<file path="src/rtl/udp_tx_sched.sv">
// -----------------------------------------------------------------------------
// udp_tx_sched
//
// Paces UDP datagram transmission out of a byte FIFO. When enough payload is
// buffered (or a flush asks for the residue), the scheduler commands the UDP
// sender with a one-cycle tx_start plus the datagram length. It then waits for
// the sender's tx_done, or gives up after TIMEOUT cycles. Finally it holds off
// for an inter-frame gap before arming again.
//
// Parameters
//   MAX_LEN      largest payload in bytes per datagram (pkt_len is clamped)
//   TIMEOUT      cycles allowed between tx_start and tx_done
//
// Ports
//   clk_125m     in   1   sole clock
//   reset_n      in   1   asynchronous active-low reset
//   enable       in   1   level; allows new datagrams to be started
//   pkt_len      in   16  configured payload bytes per datagram
//   ifg_cycles   in   8   idle cycles after each datagram (0 behaves as 1)
//   fifo_usage   in   12  payload bytes currently buffered in the sender FIFO
//   flush        in   1   pulse; send residual bytes even if below pkt_len
//   tx_done      in   1   pulse from the sender; datagram finished
//   tx_start     out  1   registered one-cycle start command
//   data_length  out  16  payload length of the datagram in flight
//   busy         out  1   high while sending or in the inter-frame gap
//   pkt_cnt      out  16  completed datagrams, wraps at 16 bits
//   timeout_err  out  1   sticky; a datagram never reported tx_done
// -----------------------------------------------------------------------------
module udp_tx_sched #(
  parameter int MAX_LEN = 1472,
  parameter int TIMEOUT = 50000
) (
  input  logic        clk_125m,
  input  logic        reset_n,
  input  logic        enable,
  input  logic [15:0] pkt_len,
  input  logic [7:0]  ifg_cycles,
  input  logic [11:0] fifo_usage,
  input  logic        flush,
  input  logic        tx_done,
  output logic        tx_start,
  output logic [15:0] data_length,
  output logic        busy,
  output logic [15:0] pkt_cnt,
  output logic        timeout_err
);

  // The timeout counter only has to reach TIMEOUT-1.
  localparam int              TO_W       = (TIMEOUT > 1) ? $clog2(TIMEOUT) : 1;
  localparam logic [TO_W-1:0] TO_LAST    = TO_W'(TIMEOUT - 1);
  localparam logic [15:0]     MAX_LEN_16 = 16'(MAX_LEN);

  typedef enum logic [1:0] {
    IDLE = 2'd0,
    ARM  = 2'd1,
    SEND = 2'd2,
    GAP  = 2'd3
  } state_t;

  state_t            state_reg, state_next;
  logic              flush_pending_reg, flush_pending_next;
  logic [TO_W-1:0]   to_cnt_reg, to_cnt_next;
  logic [7:0]        gap_cnt_reg, gap_cnt_next;
  logic              tx_start_reg, tx_start_next;
  logic [15:0]       data_length_reg, data_length_next;
  logic [15:0]       pkt_cnt_reg, pkt_cnt_next;
  logic              timeout_err_reg, timeout_err_next;

  logic [15:0]       len_eff;
  logic [15:0]       usage_ext;
  logic [7:0]        gap_load;
  logic              flush_consume;

  // ---------------------------------------------------------------------------
  // Effective datagram length: a zero length would never start, so treat it
  // as one byte; anything beyond MAX_LEN would not fit a single datagram.
  // ---------------------------------------------------------------------------
  always_comb begin
    if (pkt_len == 16'd0) begin
      len_eff = 16'd1;
    end else if (pkt_len > MAX_LEN_16) begin
      len_eff = MAX_LEN_16;
    end else begin
      len_eff = pkt_len;
    end
  end

  assign usage_ext = {4'd0, fifo_usage};

  // The gap counter holds "cycles remaining minus one", so that the final gap
  // cycle is the one where it reads zero. ifg_cycles of 0 still yields one cycle.
  assign gap_load = (ifg_cycles == 8'd0) ? 8'd0 : (ifg_cycles - 8'd1);

  // ---------------------------------------------------------------------------
  // Next-state and next-output logic
  // ---------------------------------------------------------------------------
  always_comb begin
    state_next       = state_reg;
    to_cnt_next      = to_cnt_reg;
    gap_cnt_next     = gap_cnt_reg;
    tx_start_next    = 1'b0;
    data_length_next = data_length_reg;
    pkt_cnt_next     = pkt_cnt_reg;
    timeout_err_next = timeout_err_reg;
    flush_consume    = 1'b0;

    case (state_reg)
      IDLE: begin
        if (enable) begin
          state_next = ARM;
        end
      end

      ARM: begin
        if (!enable) begin
          state_next = IDLE;
        end else if (usage_ext >= len_eff) begin
          // A full datagram is buffered. Any pending flush survives so the
          // residue behind this datagram still gets sent later.
          data_length_next = len_eff;
          tx_start_next    = 1'b1;
          to_cnt_next      = '0;
          state_next       = SEND;
        end else if (flush_pending_reg) begin
          // The flush is used up whether or not there was anything to send.
          // An empty FIFO must not leave it armed for later data.
          flush_consume = 1'b1;
          if (fifo_usage != 12'd0) begin
            data_length_next = usage_ext;
            tx_start_next    = 1'b1;
            to_cnt_next      = '0;
            state_next       = SEND;
          end
        end
      end

      SEND: begin
        // tx_done is checked first, so it beats a timeout in the same cycle.
        if (tx_done) begin
          pkt_cnt_next = pkt_cnt_reg + 16'd1;
          gap_cnt_next = gap_load;
          state_next   = GAP;
        end else if (to_cnt_reg == TO_LAST) begin
          timeout_err_next = 1'b1;
          gap_cnt_next     = gap_load;
          state_next       = GAP;
        end else begin
          to_cnt_next = to_cnt_reg + TO_W'(1);
        end
      end

      GAP: begin
        if (gap_cnt_reg == 8'd0) begin
          state_next = enable ? ARM : IDLE;
        end else begin
          gap_cnt_next = gap_cnt_reg - 8'd1;
        end
      end

      default: begin
        state_next = IDLE;
      end
    endcase
  end

  // A new flush on the same cycle the old one is consumed keeps it pending.
  assign flush_pending_next = (flush_pending_reg & ~flush_consume) | flush;

  // ---------------------------------------------------------------------------
  // State and output registers
  // ---------------------------------------------------------------------------
  always_ff @(posedge clk_125m or negedge reset_n) begin
    if (!reset_n) begin
      state_reg         <= IDLE;
      flush_pending_reg <= 1'b0;
      to_cnt_reg        <= '0;
      gap_cnt_reg       <= 8'd0;
      tx_start_reg      <= 1'b0;
      data_length_reg   <= 16'd0;
      pkt_cnt_reg       <= 16'd0;
      timeout_err_reg   <= 1'b0;
    end else begin
      state_reg         <= state_next;
      flush_pending_reg <= flush_pending_next;
      to_cnt_reg        <= to_cnt_next;
      gap_cnt_reg       <= gap_cnt_next;
      tx_start_reg      <= tx_start_next;
      data_length_reg   <= data_length_next;
      pkt_cnt_reg       <= pkt_cnt_next;
      timeout_err_reg   <= timeout_err_next;
    end
  end

  assign tx_start    = tx_start_reg;
  assign data_length = data_length_reg;
  assign pkt_cnt     = pkt_cnt_reg;
  assign timeout_err = timeout_err_reg;

  // Decoded straight from the state, so it falls the moment reset asserts.
  assign busy = (state_reg == SEND) || (state_reg == GAP);

endmodule

</file>
<file path="config.mk">
export PLATFORM = sky130hd
export DESIGN_NAME = udp_tx_sched
export DESIGN_NICKNAME = d
export VERILOG_FILES = /design/src/rtl/udp_tx_sched.sv
export SDC_FILE = /design/constraint.sdc
export NUM_CORES = 1
export LEC_CHECK = 0
export CAP_MARGIN = 30
export CORE_ASPECT_RATIO = 1.5
export CORE_UTILIZATION = 35
export CTS_BUF_LIST = sky130_fd_sc_hd__clkbuf_8
export CTS_CLUSTER_SIZE = 28
export DETAILED_ROUTE_END_ITERATION = 12
export GPL_ROUTABILITY_DRIVEN = 0
export GPL_TIMING_DRIVEN = 0
export SLEW_MARGIN = 20
export SYNTH_ARGS = -nofsm -noshare
export SYNTH_HDL_FRONTEND = slang
export SYNTH_SLANG_ARGS = --single-unit
</file>
<file path="constraint.sdc">
create_clock -name clk_125m -period 3.9 [get_ports clk_125m]
set_input_delay 0.975 -clock clk_125m [delete_from_list [all_inputs] [get_ports clk_125m]]
set_output_delay 0.975 -clock clk_125m [all_outputs]
set_load 0.02 [all_outputs]
</file>
== Word level (Yosys, flattened, before mapping) ==
Cells that the tools add are included.
Storage, ports and cells
  RAM bits: 0
  latch bits: 0
  input port bits: 41
  logic and storage cells: 85
  bits in registers: 61
  memories kept: 0
  memory bits (read-only): 0
Cells by class
  eq/ne operators: 15
  shift operators: 0
  multiply operators: 0
  bitwise gates (word level): 4
  mux-type cells: 36
  divide/modulo/power cells: 0
  add/subtract/negate cells: 4
  reduce and logical (&&, ||, !) cells: 16
  order comparisons: 2
Operators by type and width (number)
  two-way mux 16 bit: 11
  adder 16 x 1 -> 16 bit, second input constant: 2
  two-way mux 8 bit: 4
  one-hot mux 16 bit (2 select lines): 1
  equality test 16 bit, second input constant: 1
  >= comparator 12 x 16 -> 1 bit: 1
  > comparator 16 x 11 -> 1 bit, second input constant: 1
  logical NOT 16 bit: 1
  logical NOT 8 bit: 2
  two-way mux 2 bit: 8
  one-hot mux 8 bit (2 select lines): 1
  subtractor 8 x 1 -> 8 bit, second input constant: 2
  inequality test 2 bit, second input constant: 6
  nonzero test 12 bit: 1
  two-way mux 1 bit: 10
  inequality test 3 bit, second input constant: 3
  inequality test 4 bit, second input constant: 2
  one-hot mux 2 bit (4 select lines): 1
  nonzero test 2 bit: 4
  AND reduction 3 bit: 2
  AND reduction 6 bit: 1
  AND reduction 5 bit: 1
  equality test 2 bit, second input constant: 2
  AND reduction 4 bit: 1
  other kinds (7): 8

== Longest topological paths before layout ==
Gate-level depths: netlist of run 1.
  word-level depth: 10
  gate-level depth with buffers: 14
  gate-level depth less buffers: 12

== Worst setup path before layout of run 1 ==
Ideal clock, no wire load.
  kind: input-to-reg
  from: input port pkt_len[15]
  to: register data_length_reg[11] (netlist: data_length[11])
  slack: 0.142 ns
  cell stages on the path: 13
  setup time: 0.125 ns
  required time: 3.775 ns
  data arrival time: 3.633 ns
  cells stage by stage: nor4_1 nand2b_1 a221oi_2 nor2b_1 ha_1 a211oi_1 nor2_1 a211oi_2 nand2_1 o21ai_2 inv_1 buf_2 mux2_4
Between the ends
  longest elaborated chain between the ends: 6
Ends and longest elaborated chain
  from (decl): RTL line 36  | input logic [15:0] pkt_len,
  > comparator 16 x 11 -> 1 bit: RTL line 81  | end else if (pkt_len > MAX_LEN_16) begin
  two-way mux 16 bit: RTL line 81
  two-way mux 16 bit *: RTL line 79  | if (pkt_len == 16'd0) begin
  >= comparator 12 x 16 -> 1 bit: RTL line 117  | end else if (usage_ext >= len_eff) begin
  nonzero test 2 bit (no line)
  AND reduction 4 bit (no line)
  to (signal assigned): RTL line 188  | data_length_reg <= data_length_next;
  to (decl): RTL line 65  | logic [15:0] data_length_reg, data_length_next;
Mark *: on every way between the ends. The rest lies on a longest branch, timed or not.
A chain may end at the register's enable or synchronous reset.

== Worst setup path in the final report of run 1 ==
  from: input port pkt_len[3]
  to: register data_length_reg[10] (netlist: data_length[10])
The elaborated chain is that of the path after synthesis.

==> results.py, run 1 <==
metrics = {
    "power_and_ir_drop": {
        "vdd_ir_drop_max_uv": 334,
        "p_per_area_nw_per_um2": 510,
        "p_leak_nw": 2.10,
        "power_w": 0.00248,
    },
    "grt": {
        "grt_start_max_net_pins": 45,
        "use_met2": 0.297,
        "grt_util_all_layers": 0.165,
        "met3_usage": 0.0383,
        "grt_pass1_vias": 3024,
        "gr-max-usage-layer": "met2",
        "met1_usage": 0.181,
        "grt_overflow": 0,
        "antenna_found_initial": 0,
        "grt_pass1_wl_um": 13800,
    },
    "clocking": {
        "cts_tree": "done",
        "cts_buffers": 9,
        "clkTransAtPathRegs_ps": 70,
        "cts_root_buffer": "clkbuf_8",
        "clkLatencyLatePin_ps": 340,
        "cts.sinks": 61,
        "clockBufferDepth": 2,
        "ctsHoldBuffers": 0,
        "htreeDepth": 3,
    },
    "sta": {
        "slew_headroom": 0.656,
        "finClkSkew_ps": 8.94,
        "finalSetupViolations": 0,
        "hold_viol_final": 0,
        "slew_violations": 0,
        "setup_ws_ps": 102,
        "worst_pin_slew_ps": 515,
        "period_share": 0.974,
        "fin_crit_ps": 3800,
        "max_freq_ghz": 0.263,
    },
    "logic_synthesis": {
        "synth_nets": 422,
        "yosysTopAreaCell": "dfrtp_1",
        "synth_ff_type": "dfrtp_1",
        "synth_edf_count": 0,
        "syn_avg_cell_area_um2": 9.71,
        "yosysTopAreaCellShare": 0.432,
        "yosys-top-cells-area": "dfrtp_1 (43%), ha_1 (6.0%), xnor2_1 (5.7%)",
        "ys_warn_count": 0,
        "synth_seq_cells": 61,
        "async_reset_ff_frac": 1.00,
        "syn-instance-count": 364,
        "syn_area_um2": 3540,
        "ys_types": 52,
        "ys_seq_area_frac": 0.432,
    },
    "layout": {
        "antenna_cells": 0,
        "drive_gt1_frac": 0.153,
        "area_growth_pct": 37.3,
        "final_cell_mix": "clkdlybuf4s50_1 (73), dfrtp_1 (61), nand2_1 (36), nor2_1 (32), xnor2_1 (23)",
        "nets": 517,
        "post-route-util": 0.498,
        "layout_commonest_cell": "clkdlybuf4s50_1",
    },
    "detailed_routing": {
        "drtAntennaViolNets": 0,
        "vias_per_cell": 5.12,
        "via_count": 2963,
        "wirelength_um": 8300,
        "drc_errors": 8,
        "firstDrtPassIters": 9,
        "first_iter_violations": 84,
        "wl_per_cell_um": 14.3,
    },
    "floorplan": {
        "die_w_um": 84.1,
        "io_pins": 76,
        "die_area_um2": 10500,
        "core_um2": 9740,
        "rows": 44,
        "start_util": 0.363,
        "dieHeight_um": 125,
    },
    "setup_path": {
        "critPathLaunchType": "input pin",
        "required_ps": 4130,
        "rr_startpoint": "to_cnt_reg[12]",
        "crit_arrival_ps": 4030,
        "critPathCaptureType": "flop",
        "reg2reg_depth": 7,
        "worstSetupPathType": "in -> reg",
        "cp_max_fo": 5,
        "crit_start": "pkt_len[3]",
        "reg2reg_slack_ps": 1760,
    },
    "placed_design": {
        "dpl.hpwl_um": 6160,
        "port_buffers": 75,
        "pre_cts_ws_ps": -928,
    },
    "run": {
        "drv_cap": 0,
    },
    "min_path": {
        "whs_path_depth": 1,
        "min_path_type": "reg -> reg",
        "min_from": "pkt_cnt[15]",
    },
    "outcome": {
        "status": "finished, violations left",
        "violations": "design-rule violations",
    },
}
-- final timing paths --
check	end
max	data_length[10]
min	pkt_cnt[15]
max reg2reg	to_cnt_reg[7]
min reg2reg	pkt_cnt[15]
max in group asynchronous	gap_cnt_reg[0]
min in group asynchronous	to_cnt_reg[11]
-- where the power goes --
part	total, W	switching [W]	internal, W
clock	0.000640	0.000250	0.000390
sequential	0.000911	0.000128	0.000783
combinational	0.000925	0.000477	0.000448
-- per-layer routing --
metal | wire, µm | up-vias
li1 | - | 1486
met4 | 176 | 0
met1 | 3450 | 1403
met5 | 0 | -
met3 | 351 | 13
met2 | 4320 | 61
-- what timing repair did --
action,in CTS,in global routing
setup endpoints to repair,34,24
hold endpoints to repair,0,0
pin swaps,3,9
buffers inserted,3,5
gates resized for setup,8,16
-- cells by family after synthesis --
logic type | after synthesis | synth area share
other | 1 | 0.00106
AND/OR/NAND/NOR | 154 | 0.229
XOR/XNOR | 31 | 0.0768
adder cells (fa/ha/maj) | 17 | 0.0602
buffers and inverters | 27 | 0.0368
flip-flops | 61 | 0.432
AO/OA/AOI/OAI | 50 | 0.0938
multiplexers | 23 | 0.0708
-- through the flow --
step	TNS (ps)	hold slack (ps)	std cells	instance area, µm²
finish	0	470	579	4860
global route	-183	500	579	4860
detailed placement	-26450	464	555	4460
global placement	-38000	458	554	4430
floorplan	0	463	364	3540
CTS	0	476	574	4740
-- Yosys cell counts, types with 2 or more instances --
| cell | number |
|---|---|
| dfrtp_1 | 61 |
| nand2_1 | 37 |
| nor2_1 | 33 |
| xnor2_1 | 23 |
| ha_1 | 17 |
| inv_1 | 17 |
| nand3_1 | 17 |
| nor4_1 | 13 |
| mux2_2 | 11 |
| mux2i_1 | 10 |
| nor3_1 | 10 |
| o21ai_0 | 10 |
| o21ai_1 | 9 |
| xor2_1 | 8 |
| and3_1 | 7 |
| nand4_1 | 7 |
| a21oi_1 | 6 |
| and2_1 | 5 |
| buf_2 | 5 |
| nor2b_1 | 4 |
| a21o_1 | 3 |
| a31oi_1 | 3 |
| and4_1 | 3 |
| buf_6 | 3 |
| nor3b_1 | 3 |
| o21ai_2 | 3 |
| a211oi_1 | 2 |
| a22oi_1 | 2 |
| a2bb2oi_1 | 2 |
| clkbuf_1 | 2 |
| nand2b_1 | 2 |
| nand2b_2 | 2 |
| o211ai_1 | 2 |
| o21a_1 | 2 |
| or2_2 | 2 |
| or4_1 | 2 |
-- cell type report --
type | count | area [µm²]
inverter | 17 | 63.8
sequential | 61 | 1530
buffer | 10 | 77.6
fill | 916 | 4890
clock buffer | 11 | 151
clock inverter | 5 | 73.8
tap | 115 | 144
timing repair buffer | 84 | 838
multi-input combinational | 276 | 1980
-- critical path: stages --
cell,delay (ps)
clkdlybuf4s50_1,440
nor4_2,270
nand2_1,150
a221oi_4,330
nor2b_4,240
ha_4,210
a211oi_2,230
nor2_1,80
a211oi_2,280
nand2_2,130
buf_4,160
mux2_2,260
mux2_1,280
Power figures use the tool's default switching activity.
==> inputs of run 2 (changes only) <==
--- a/config.mk
+++ b/config.mk
@@ -17,3 +17,4 @@
 export SYNTH_ARGS = -nofsm -noshare
 export SYNTH_HDL_FRONTEND = slang
 export SYNTH_SLANG_ARGS = --single-unit
+export TNS_END_PERCENT = 20
==> results of run 2 <==
The final DEF is identical to that of run 1; final timing and power are the same.
